==> src/rtl/mips_mc_pkg.sv <==
// Shared types and encodings for the multicycle MIPS control FSM.
// Holds the state enum plus the opcode, funct and ALU-control constants.
package mips_mc_pkg;

  typedef enum logic [3:0] {
    S_FETCH    = 4'd0,
    S_DECODE   = 4'd1,
    S_MEMADR   = 4'd2,
    S_MEMREAD  = 4'd3,
    S_MEMWB    = 4'd4,
    S_MEMWRITE = 4'd5,
    S_EXECUTE  = 4'd6,
    S_ALUWB    = 4'd7,
    S_BRANCH   = 4'd8,
    S_ADDIEX   = 4'd9,
    S_ADDIWB   = 4'd10,
    S_JUMP     = 4'd11,
    S_TRAP     = 4'd12
  } state_t;

  localparam logic [5:0] OP_RTYPE = 6'b000000;
  localparam logic [5:0] OP_LW    = 6'b100011;
  localparam logic [5:0] OP_SW    = 6'b101011;
  localparam logic [5:0] OP_BEQ   = 6'b000100;
  localparam logic [5:0] OP_ADDI  = 6'b001000;
  localparam logic [5:0] OP_J     = 6'b000010;

  localparam logic [5:0] FN_ADD = 6'b100000;
  localparam logic [5:0] FN_SUB = 6'b100010;
  localparam logic [5:0] FN_AND = 6'b100100;
  localparam logic [5:0] FN_OR  = 6'b100101;
  localparam logic [5:0] FN_SLT = 6'b101010;

  localparam logic [2:0] ALU_ADD = 3'b010;
  localparam logic [2:0] ALU_SUB = 3'b110;
  localparam logic [2:0] ALU_AND = 3'b000;
  localparam logic [2:0] ALU_OR  = 3'b001;
  localparam logic [2:0] ALU_SLT = 3'b111;

  localparam logic [1:0] SRCB_REG    = 2'b00;
  localparam logic [1:0] SRCB_FOUR   = 2'b01;
  localparam logic [1:0] SRCB_IMM    = 2'b10;
  localparam logic [1:0] SRCB_IMM_SH = 2'b11;

  localparam logic [1:0] PC_ALU    = 2'b00;
  localparam logic [1:0] PC_ALUOUT = 2'b01;
  localparam logic [1:0] PC_JUMP   = 2'b10;

endpackage

==> src/rtl/mips_multicycle_ctrl_alu_decoder.sv <==
// R-type funct decoder: maps funct to an ALU operation and flags unsupported codes.
module mips_alu_decoder
  import mips_mc_pkg::*;
#(
  parameter int FUNCT_W   = 6,
  parameter int ALUCTRL_W = 3
) (
  input  logic [FUNCT_W-1:0]   funct,
  output logic [ALUCTRL_W-1:0] alu_control,
  output logic                 funct_ok
);

  // NOTE: every output gets a default before the case so no latch is inferred.
  always_comb begin
    alu_control = ALU_ADD;
    funct_ok    = 1'b1;
    case (funct)
      FN_ADD:  alu_control = ALU_ADD;
      FN_SUB:  alu_control = ALU_SUB;
      FN_AND:  alu_control = ALU_AND;
      FN_OR:   alu_control = ALU_OR;
      FN_SLT:  alu_control = ALU_SLT;
      default: funct_ok    = 1'b0;
    endcase
  end

endmodule

==> src/rtl/mips_multicycle_ctrl.sv <==
// Multicycle MIPS control FSM sharing one memory port with a mem_ready handshake.
// Define MIPS_MC_JUMP_EN to support the j instruction; otherwise j traps.
module mips_multicycle_ctrl
  import mips_mc_pkg::*;
#(
  parameter int OPCODE_W  = 6,
  parameter int FUNCT_W   = 6,
  parameter int ALUCTRL_W = 3
) (
  input  logic                 clk,
  input  logic                 rst_n,
  input  logic [OPCODE_W-1:0]  opcode,
  input  logic [FUNCT_W-1:0]   funct,
  input  logic                 zero,
  input  logic                 mem_ready,
  output logic                 iord,
  output logic                 mem_write,
  output logic                 ir_write,
  output logic                 reg_dst,
  output logic                 mem_to_reg,
  output logic                 reg_write,
  output logic                 alu_src_a,
  output logic [1:0]           alu_src_b,
  output logic [ALUCTRL_W-1:0] alu_control,
  output logic [1:0]           pc_src,
  output logic                 pc_en,
  output logic                 illegal,
  output logic [3:0]           state_o
);

  state_t state, next_state;

  logic [ALUCTRL_W-1:0] dec_alu_control;
  logic                 dec_funct_ok;
  logic                 mem_write_raw, ir_write_raw, reg_write_raw;
  logic                 pc_write, branch;

  mips_alu_decoder #(
    .FUNCT_W   (FUNCT_W),
    .ALUCTRL_W (ALUCTRL_W)
  ) u_alu_decoder (
    .funct       (funct),
    .alu_control (dec_alu_control),
    .funct_ok    (dec_funct_ok)
  );

  // NOTE: sequential state uses non-blocking assignment so all flops update together.
  always_ff @(posedge clk or negedge rst_n) begin
    if (!rst_n) state <= S_FETCH;
    else        state <= next_state;
  end

  always_comb begin
    next_state    = state;
    iord          = 1'b0;
    mem_write_raw = 1'b0;
    ir_write_raw  = 1'b0;
    reg_dst       = 1'b0;
    mem_to_reg    = 1'b0;
    reg_write_raw = 1'b0;
    alu_src_a     = 1'b0;
    alu_src_b     = SRCB_REG;
    alu_control   = ALU_ADD;
    pc_src        = PC_ALU;
    pc_write      = 1'b0;
    branch        = 1'b0;

    case (state)
      S_FETCH: begin
        alu_src_b    = SRCB_FOUR;
        ir_write_raw = mem_ready;
        pc_write     = mem_ready;
        if (mem_ready) next_state = S_DECODE;
      end
      S_DECODE: begin
        // ALU precomputes PC + (imm<<2) so BRANCH only has to compare.
        alu_src_b = SRCB_IMM_SH;
        case (opcode)
          OP_LW, OP_SW: next_state = S_MEMADR;
          OP_RTYPE:     next_state = S_EXECUTE;
          OP_BEQ:       next_state = S_BRANCH;
          OP_ADDI:      next_state = S_ADDIEX;
`ifdef MIPS_MC_JUMP_EN
          OP_J:         next_state = S_JUMP;
`endif
          default:      next_state = S_TRAP;
        endcase
      end
      S_MEMADR: begin
        alu_src_a  = 1'b1;
        alu_src_b  = SRCB_IMM;
        next_state = (opcode == OP_LW) ? S_MEMREAD : S_MEMWRITE;
      end
      S_MEMREAD: begin
        iord = 1'b1;
        if (mem_ready) next_state = S_MEMWB;
      end
      S_MEMWB: begin
        mem_to_reg    = 1'b1;
        reg_write_raw = 1'b1;
        next_state    = S_FETCH;
      end
      S_MEMWRITE: begin
        iord          = 1'b1;
        mem_write_raw = mem_ready;
        if (mem_ready) next_state = S_FETCH;
      end
      S_EXECUTE: begin
        alu_src_a   = 1'b1;
        alu_control = dec_alu_control;
        next_state  = dec_funct_ok ? S_ALUWB : S_TRAP;
      end
      S_ALUWB: begin
        reg_dst       = 1'b1;
        reg_write_raw = 1'b1;
        next_state    = S_FETCH;
      end
      S_BRANCH: begin
        alu_src_a   = 1'b1;
        alu_control = ALU_SUB;
        pc_src      = PC_ALUOUT;
        branch      = 1'b1;
        next_state  = S_FETCH;
      end
      S_ADDIEX: begin
        alu_src_a  = 1'b1;
        alu_src_b  = SRCB_IMM;
        next_state = S_ADDIWB;
      end
      S_ADDIWB: begin
        reg_write_raw = 1'b1;
        next_state    = S_FETCH;
      end
`ifdef MIPS_MC_JUMP_EN
      S_JUMP: begin
        pc_src     = PC_JUMP;
        pc_write   = 1'b1;
        next_state = S_FETCH;
      end
`endif
      S_TRAP:  next_state = S_TRAP;
      default: next_state = S_TRAP;
    endcase
  end

  // Strobes are also masked by rst_n so FETCH's mem_ready gating cannot fire during reset.
  assign mem_write = mem_write_raw & rst_n;
  assign ir_write  = ir_write_raw & rst_n;
  assign reg_write = reg_write_raw & rst_n;
  assign pc_en     = (pc_write | (branch & zero)) & rst_n;
  assign illegal   = (state == S_TRAP);
  assign state_o   = state;

endmodule

==> config.mk <==
export PLATFORM = sky130hd
export DESIGN_NAME = mips_multicycle_ctrl
export DESIGN_NICKNAME = d
export VERILOG_FILES = /design/src/rtl/mips_mc_pkg.sv /design/src/rtl/mips_multicycle_ctrl_alu_decoder.sv /design/src/rtl/mips_multicycle_ctrl.sv
export SDC_FILE = /design/constraint.sdc
export NUM_CORES = 1
export LEC_CHECK = 0
export CAP_MARGIN = 25
export CORE_UTILIZATION = 43
export CTS_BUF_LIST = sky130_fd_sc_hd__clkbuf_4 sky130_fd_sc_hd__clkbuf_8 sky130_fd_sc_hd__clkbuf_16
export DETAILED_ROUTE_END_ITERATION = 8
export GPL_TIMING_DRIVEN = 0
export PLACE_DENSITY = 0.85
export SYNTH_ARGS = -nofsm -noshare
export SYNTH_HDL_FRONTEND = slang
export SYNTH_HIERARCHICAL = 1
export SYNTH_SLANG_ARGS = --single-unit
==> constraint.sdc <==
create_clock -name clk -period 5.2 [get_ports clk]
set_input_delay 1.3 -clock clk [delete_from_list [all_inputs] [get_ports clk]]
set_output_delay 1.3 -clock clk [all_outputs]
set_load 0.1 [all_outputs]
==> run_results.csv, run 1 <==
group,metric,value,unit
route,ant_nets,0,
cells_and_area,fillers,121,
floorplanning,rows,14,
outcome,status,"complete, but fails checks",
global_routing,grt_first_pass_wirelength,3820,microns
clock_tree,holdBufCountCts,0,
synthesis,synth_edf_count,0,
worst_setup_path,cp.arrival,3.71,ns
floorplanning,die_height,43.7,microns
clock_tree,clk_pin_slew_worst_paths,0.03,ns
synthesis,seq_area_frac_synth,13.4,%
clock_tree,cts_sinks,4,
clock_tree,cts_resized,0,
worst_setup_path,cp_max_fo,4,
global_routing,grt_pass1_vias,864,
cells_and_area,area_growth,52.7,%
worst_setup_path,startpoint,"funct[5]",
clock_tree,cts_root_buf,"clkbuf_4",
place,portBuffers,34,
cells_and_area,seq_area,100,sq um
clock_tree,cts_tree,"done",
place,dp.cells,153,
cells_and_area,largest_register_ffs,4,
clock_tree,htreeDepth,1,
worst_hold_path,min_from,"state_o[1]$_DFFE_PN0P_",
timing,finalHoldViolCount,0,
timing,maxSlewHeadroom,34.5,%
route,drt-initial-drc-count,53,
route,drcViolationCount,3,
synthesis,syn_nets,119,
synthesis,syn_area_per_cell,7.26,sq um
route,dr.pass1.iters,6,
timing,rsz0062_at_grt,"no",
clock_tree,clk_latency,0.22,ns
cells_and_area,n_antenna_cell,0,
place,dp.final_hpwl,1810,microns
synthesis,synth-main-ff-cell,"dfrtp_1",
synthesis,ys_types,46,
worst_setup_path,r2r_start,"state_o[2]$_DFFE_PN0P_",
route,wire_per_inst,14.6,microns
timing,setup_viol,0,
floorplanning,core,1560,sq um
cells_and_area,drive_gt1_share,13.6,%
flow_run,drv_cap,0,
synthesis,syn_area,748,sq um
route,via_count,926,
route,via_per_inst,5.94,
worst_setup_path,crit_type,"in -> out",
synthesis,yosysWarnings,6,
floorplanning,start_util,48.0,%
timing,fin_crit_sh,96.3,%
floorplanning,die-area,1910,sq um
floorplanning,pin_count,36,
cells_and_area,multi_input_area,596,sq um
cells_and_area,layout.nets,158,
clock_tree,cts_buffers,3,
timing,finalClockSkew,0.000776,ns
outcome,violations,"design-rule violations",
global_routing,overflow,0,
worst_hold_path,hold_path_class,"reg -> reg",
synthesis,netlist_instances,103,
clock_tree,cts_max_path_buffers,2,
global_routing,antenna_found_initial,0,
synthesis,async_flop_share,100,%
global_routing,grtUsageTotal,25.9,%
worst_setup_path,crit_required,3.90,ns
timing,slew_violations,0,
worst_setup_path,crit_path_start_kind,"input pin",
place,routabilityCongestion,0.865,
synthesis,ys_ff_latch,4,
global_routing,grt_max_degree,11,
route,routed_wl,2280,microns
timing,fin_crit,5.01,ns
timing,worstMarginPinSlew,0.980,ns
timing,fmax,0.200,GHz
worst_setup_path,end_kind,"primary output",
clock_tree,cts_setup_buffers,0,
cells_and_area,finalNonFillerCells,156,
floorplanning,die_w,43.7,microns
## cell usage in the layout (no fill, tap or decap), types with 4 or more instances in the layout
| master | n |
|---|---|
| a21oi_1 | 5 |
| nor2_1 | 10 |
| nor3_1 | 5 |
| nand2_1 | 4 |
| clkdlybuf4s50_1 | 34 |
| nand2b_1 | 5 |
| o21ai_0 | 4 |
| nor2b_1 | 7 |
| dfrtp_1 | 4 |
## stage by stage
| stage | instance area [sq um] | setup slack, ns | utilization [%] | setup TNS (ns) | hold WS (ns) |
|---|---|---|---|---|---|
| 2_1_floorplan | 759 | -0.0234 | - | -0.0234 | 1.00 |
| 3_5_place_dp | 1120 | 0.194 | 71.8 | 0 | 0.748 |
| 5_1_grt | 1140 | 0.148 | 73.3 | 0 | 0.809 |
| 3_3_place_gp | 1120 | 0.199 | 71.8 | 0 | 0.745 |
| 6_report | 1140 | 0.194 | 73.3 | 0 | 0.768 |
| 4_1_cts | 1140 | 0.194 | 73.3 | 0 | 0.757 |
## cell type report
class	count	share of cell area, %
Tap cell	16	1.75
Inverter	2	0.657
Timing Repair Buffer	34	29.8
Clock buffer	3	1.97
Sequential cell	4	8.76
Buffer	9	4.93
Multi-Input combinational cell	88	52.1
## metal layers
metal / track usage (%) / up-vias / routed length [microns] / share of wire [%]
met2: 46.0 / 43 / 1150 / 50
met3: 1.67 / 2 / 155 / 6.8
met5: 0 / - / 0 / 0
met4: 6.25 / 0 / 15 / 0.66
li1: - / 460 / - / -
met1: 34.1 / 421 / 963 / 42
## path summary, 6_finish.rpt
check                           slack, ns  cells past startpoint                endpoint
min in group asynchronous            1.33                      1  state_o[2]$_DFFE_PN0P_
worst min register to register       0.77                      3  state_o[1]$_DFFE_PN0P_
max in group asynchronous            3.63                      1  state_o[3]$_DFFE_PN0P_
worst min-delay path                 0.77                      3  state_o[1]$_DFFE_PN0P_
worst max register to register       3.64                      5  state_o[0]$_DFFE_PN0P_
worst max-delay path                 0.19                      5          alu_control[1]
## synth_stat cells (2+ instances only)
library cell / instances / area (sq um)
or2_2: 2 / 12.5
nor3_1: 6 / 30.0
nand3_1: 2 / 10.0
dfrtp_1: 4 / 100
and3_1: 2 / 12.5
a31oi_1: 2 / 12.5
buf_2: 3 / 15.0
buf_4: 3 / 22.5
or3_1: 3 / 18.8
nand2b_1: 5 / 31.3
nor2_1: 10 / 37.5
a222oi_1: 2 / 20.0
clkbuf_1: 2 / 7.51
a21o_1: 2 / 15.0
mux2i_1: 2 / 20.0
inv_1: 2 / 7.51
nor3b_1: 2 / 15.0
a21oi_1: 5 / 25.0
nor4_1: 2 / 12.5
nand2_1: 4 / 15.0
nor2b_1: 7 / 43.8
nand4bb_1: 2 / 22.5
o21ai_0: 4 / 20.0
a21boi_1: 2 / 15.0
and2_1: 2 / 12.5
## worst max-delay path, stage by stage
cell	delay, ns
clkdlybuf4s50_1	0.50
nand2b_4	0.07
or4b_4	0.49
or3_1	0.37
clkdlybuf4s50_1	0.97
## logic make-up (layout without fill, tap and decap cells)
logic type,count (synthesis),after routing,synth area share [%]
xor gates and xnor gates,1,1,1.17
other,1,1,0.501
buffers and inverters,11,48,8.53
muxes,3,3,4.18
AOI/OAI and AO/OA,26,26,25.4
DFF,4,4,13.4
and+or+nand+nor,57,57,46.8
Power of run 1 is left out: the tool's default activity adds up to more than one toggle a clock period on the data nets, which glitch-free logic cannot reach.
==> inputs of run 2 (changes only) <==
--- a/config.mk
+++ b/config.mk
@@ -8,3 +8,6 @@
 export CAP_MARGIN = 25
-export CORE_UTILIZATION = 43
+export CELL_PAD_IN_SITES_DETAIL_PLACEMENT = 0
+export CELL_PAD_IN_SITES_GLOBAL_PLACEMENT = 1
+export CORE_ASPECT_RATIO = 1.4
+export CORE_UTILIZATION = 29
 export CTS_BUF_LIST = sky130_fd_sc_hd__clkbuf_4 sky130_fd_sc_hd__clkbuf_8 sky130_fd_sc_hd__clkbuf_16
@@ -12,3 +15,3 @@
 export GPL_TIMING_DRIVEN = 0
-export PLACE_DENSITY = 0.85
+export PLACE_DENSITY = 0.84
 export SYNTH_ARGS = -nofsm -noshare
--- a/constraint.sdc
+++ b/constraint.sdc
@@ -3,2 +3,2 @@
 set_output_delay 1.3 -clock clk [all_outputs]
-set_load 0.1 [all_outputs]
+set_load 0.01 [all_outputs]
==> run_results.csv, run 2 (same netlist as run 1, synthesis figures left out) <==
group,metric,value,unit
cells_and_area,n_antenna_cell,0,
route,via_per_inst,5.34,
timing,slew_violations,0,
route,drt-initial-drc-count,65,
worst_setup_path,rr_endpoint,"state_o[0]$_DFFE_PN0P_",
floorplanning,pin_count,36,
place,dpl_worst_slack,0.674,ns
route,dr.pass1.iters,4,
pwr,p_leak,0.425,nW
clock_tree,cts_sinks,4,
cells_and_area,drive_gt1_share,12.1,%
timing,finalHoldViolCount,0,
clock_tree,cts_tree,"done",
worst_setup_path,r2r_start,"state_o[2]$_DFFE_PN0P_",
worst_hold_path,min_from,"state_o[1]$_DFFE_PN0P_",
worst_setup_path,r2r_slack,3.62,ns
clock_tree,cts_root_buf,"clkbuf_4",
clock_tree,htreeDepth,1,
worst_setup_path,end_kind,"primary output",
floorplanning,start_util,31.0,%
worst_setup_path,cp_max_fo,4,
global_routing,grt_pass1_vias,917,
place,postPlaceCellArea,1130,sq um
timing,fin_crit_sh,86.9,%
worst_hold_path,holdPathStages,3,
floorplanning,die_height,62.1,microns
timing,fin_crit,4.52,ns
cells_and_area,largest_register_ffs,4,
place,dp.final_hpwl,1750,microns
timing,holdWs,0.800,ns
worst_setup_path,r2r_cells,4,
worst_setup_path,cp.arrival,3.22,ns
timing,fmax,0.221,GHz
worst_setup_path,crit_path_frequent_cell,"clkdlybuf4s50_1",
worst_setup_path,crit_required,3.90,ns
place,routabilityCongestion,0.921,
cells_and_area,layout.nets,158,
clock_tree,holdBufCountCts,0,
route,drcViolationCount,0,
timing,setup_viol,0,
worst_setup_path,max_stage_delay,0.50,ns
global_routing,overflow,0,
timing,rsz0062_at_grt,"no",
worst_setup_path,crit_type,"in -> out",
pwr,p_per_area,429,nW/um^2
cells_and_area,final_area,1150,sq um
floorplanning,die_w,44.9,microns
route,wire_per_inst,13.0,microns
cells_and_area,layout_commonest_cell,"clkdlybuf4s50_1",
clock_tree,cts_resized,0,
clock_tree,clk_latency,0.23,ns
timing,layout_setup_ws,0.682,ns
clock_tree,cts_max_path_buffers,2,
route,ant_nets,0,
worst_setup_path,path_cells,"clkdlybuf4s50_1, nand2b_4, or4b_4, or3_1, clkdlybuf4s50_1",
timing,finalClockSkew,0.00206,ns
outcome,status,"finished, final reports clean",
global_routing,grt_first_pass_wirelength,4000,microns
floorplanning,core,2420,sq um
place,portBuffers,34,
clock_tree,cts_buffers,3,
worst_setup_path,startpoint,"funct[5]",
worst_hold_path,worst_hold_path.endpoint,"state_o[1]$_DFFE_PN0P_",
cells_and_area,area_growth,54.2,%
floorplanning,die-area,2790,sq um
route,routed_wl,2260,microns
clock_tree,cts_setup_buffers,0,
timing,setup-tns-final,0,ns
route,via_count,929,
global_routing,antenna_found_initial,0,
worst_setup_path,crit_path_start_kind,"input pin",
cells_and_area,final_cell_mix,"clkdlybuf4s50_1 (34), nor2_1 (10), nor2b_1 (7)",
global_routing,grtUsageTotal,18.3,%
flow_run,drv_cap,0,
global_routing,grt_max_degree,11,
floorplanning,rows,21,
clock_tree,clk_pin_slew_worst_paths,0.03,ns
worst_setup_path,cpMaxStageDelayCell,"clkdlybuf4s50_1",
worst_hold_path,hold_path_class,"reg -> reg",
cells_and_area,fillers,261,
pwr,vdd_drop_max,251,uV
[run 2: area by class of cell]
class	instances	area, sq um	area share (%)
sequential	4	100	8.68
multi-input combinational	88	584	50.7
buffer	9	56.3	4.88
tap	34	42.5	3.69
timing repair buffer	34	340	29.5
inverter	2	7.51	0.651
clock buffer	3	22.5	1.95
[run 2: layer usage]
metal / up-vias / track usage (%) / share of wire (%)
li1: 461 / - / -
met1: 433 / 25.4 / 44
met2: 35 / 28.3 / 52
met3: 0 / 2.03 / 3.9
met4: 0 / 7.20 / 0
met5: - / 0 / 0
[run 2: how the worst max path moves through the flow]
stage                endpoint  slack [ns]  cells past startpoint
6_report       alu_control[1]        0.68                      5
3_3_place_gp   alu_control[1]        0.67                      5
4_1_cts        alu_control[1]        0.68                      5
3_5_place_dp   alu_control[1]        0.67                      5
2_1_floorplan  alu_control[1]        1.56                      3
5_1_grt        alu_control[1]        0.62                      5
[run 2: report_power, final]
part	total, mW	internal [mW]	switching, mW
logic	0.388	0.198	0.190
registers	0.0700	0.0445	0.0255
clock network	0.0372	0.0257	0.0114
[run 2: through the flow]
stage	utilization, %	power (mW)	std cells
2_1_floorplan	-	0.298	103
3_3_place_gp	46.8	0.451	171
3_5_place_dp	46.8	0.455	171
4_1_cts	47.7	0.495	174
5_1_grt	47.7	0.543	174
6_report	47.7	0.495	174
[run 2: worst max-delay path: cells and delay by family]
kind,cells,cell delay (ns)
buffers and inverters,2,0.98
and+or+nand+nor,3,0.93
(Power assumes the default switching activity.)
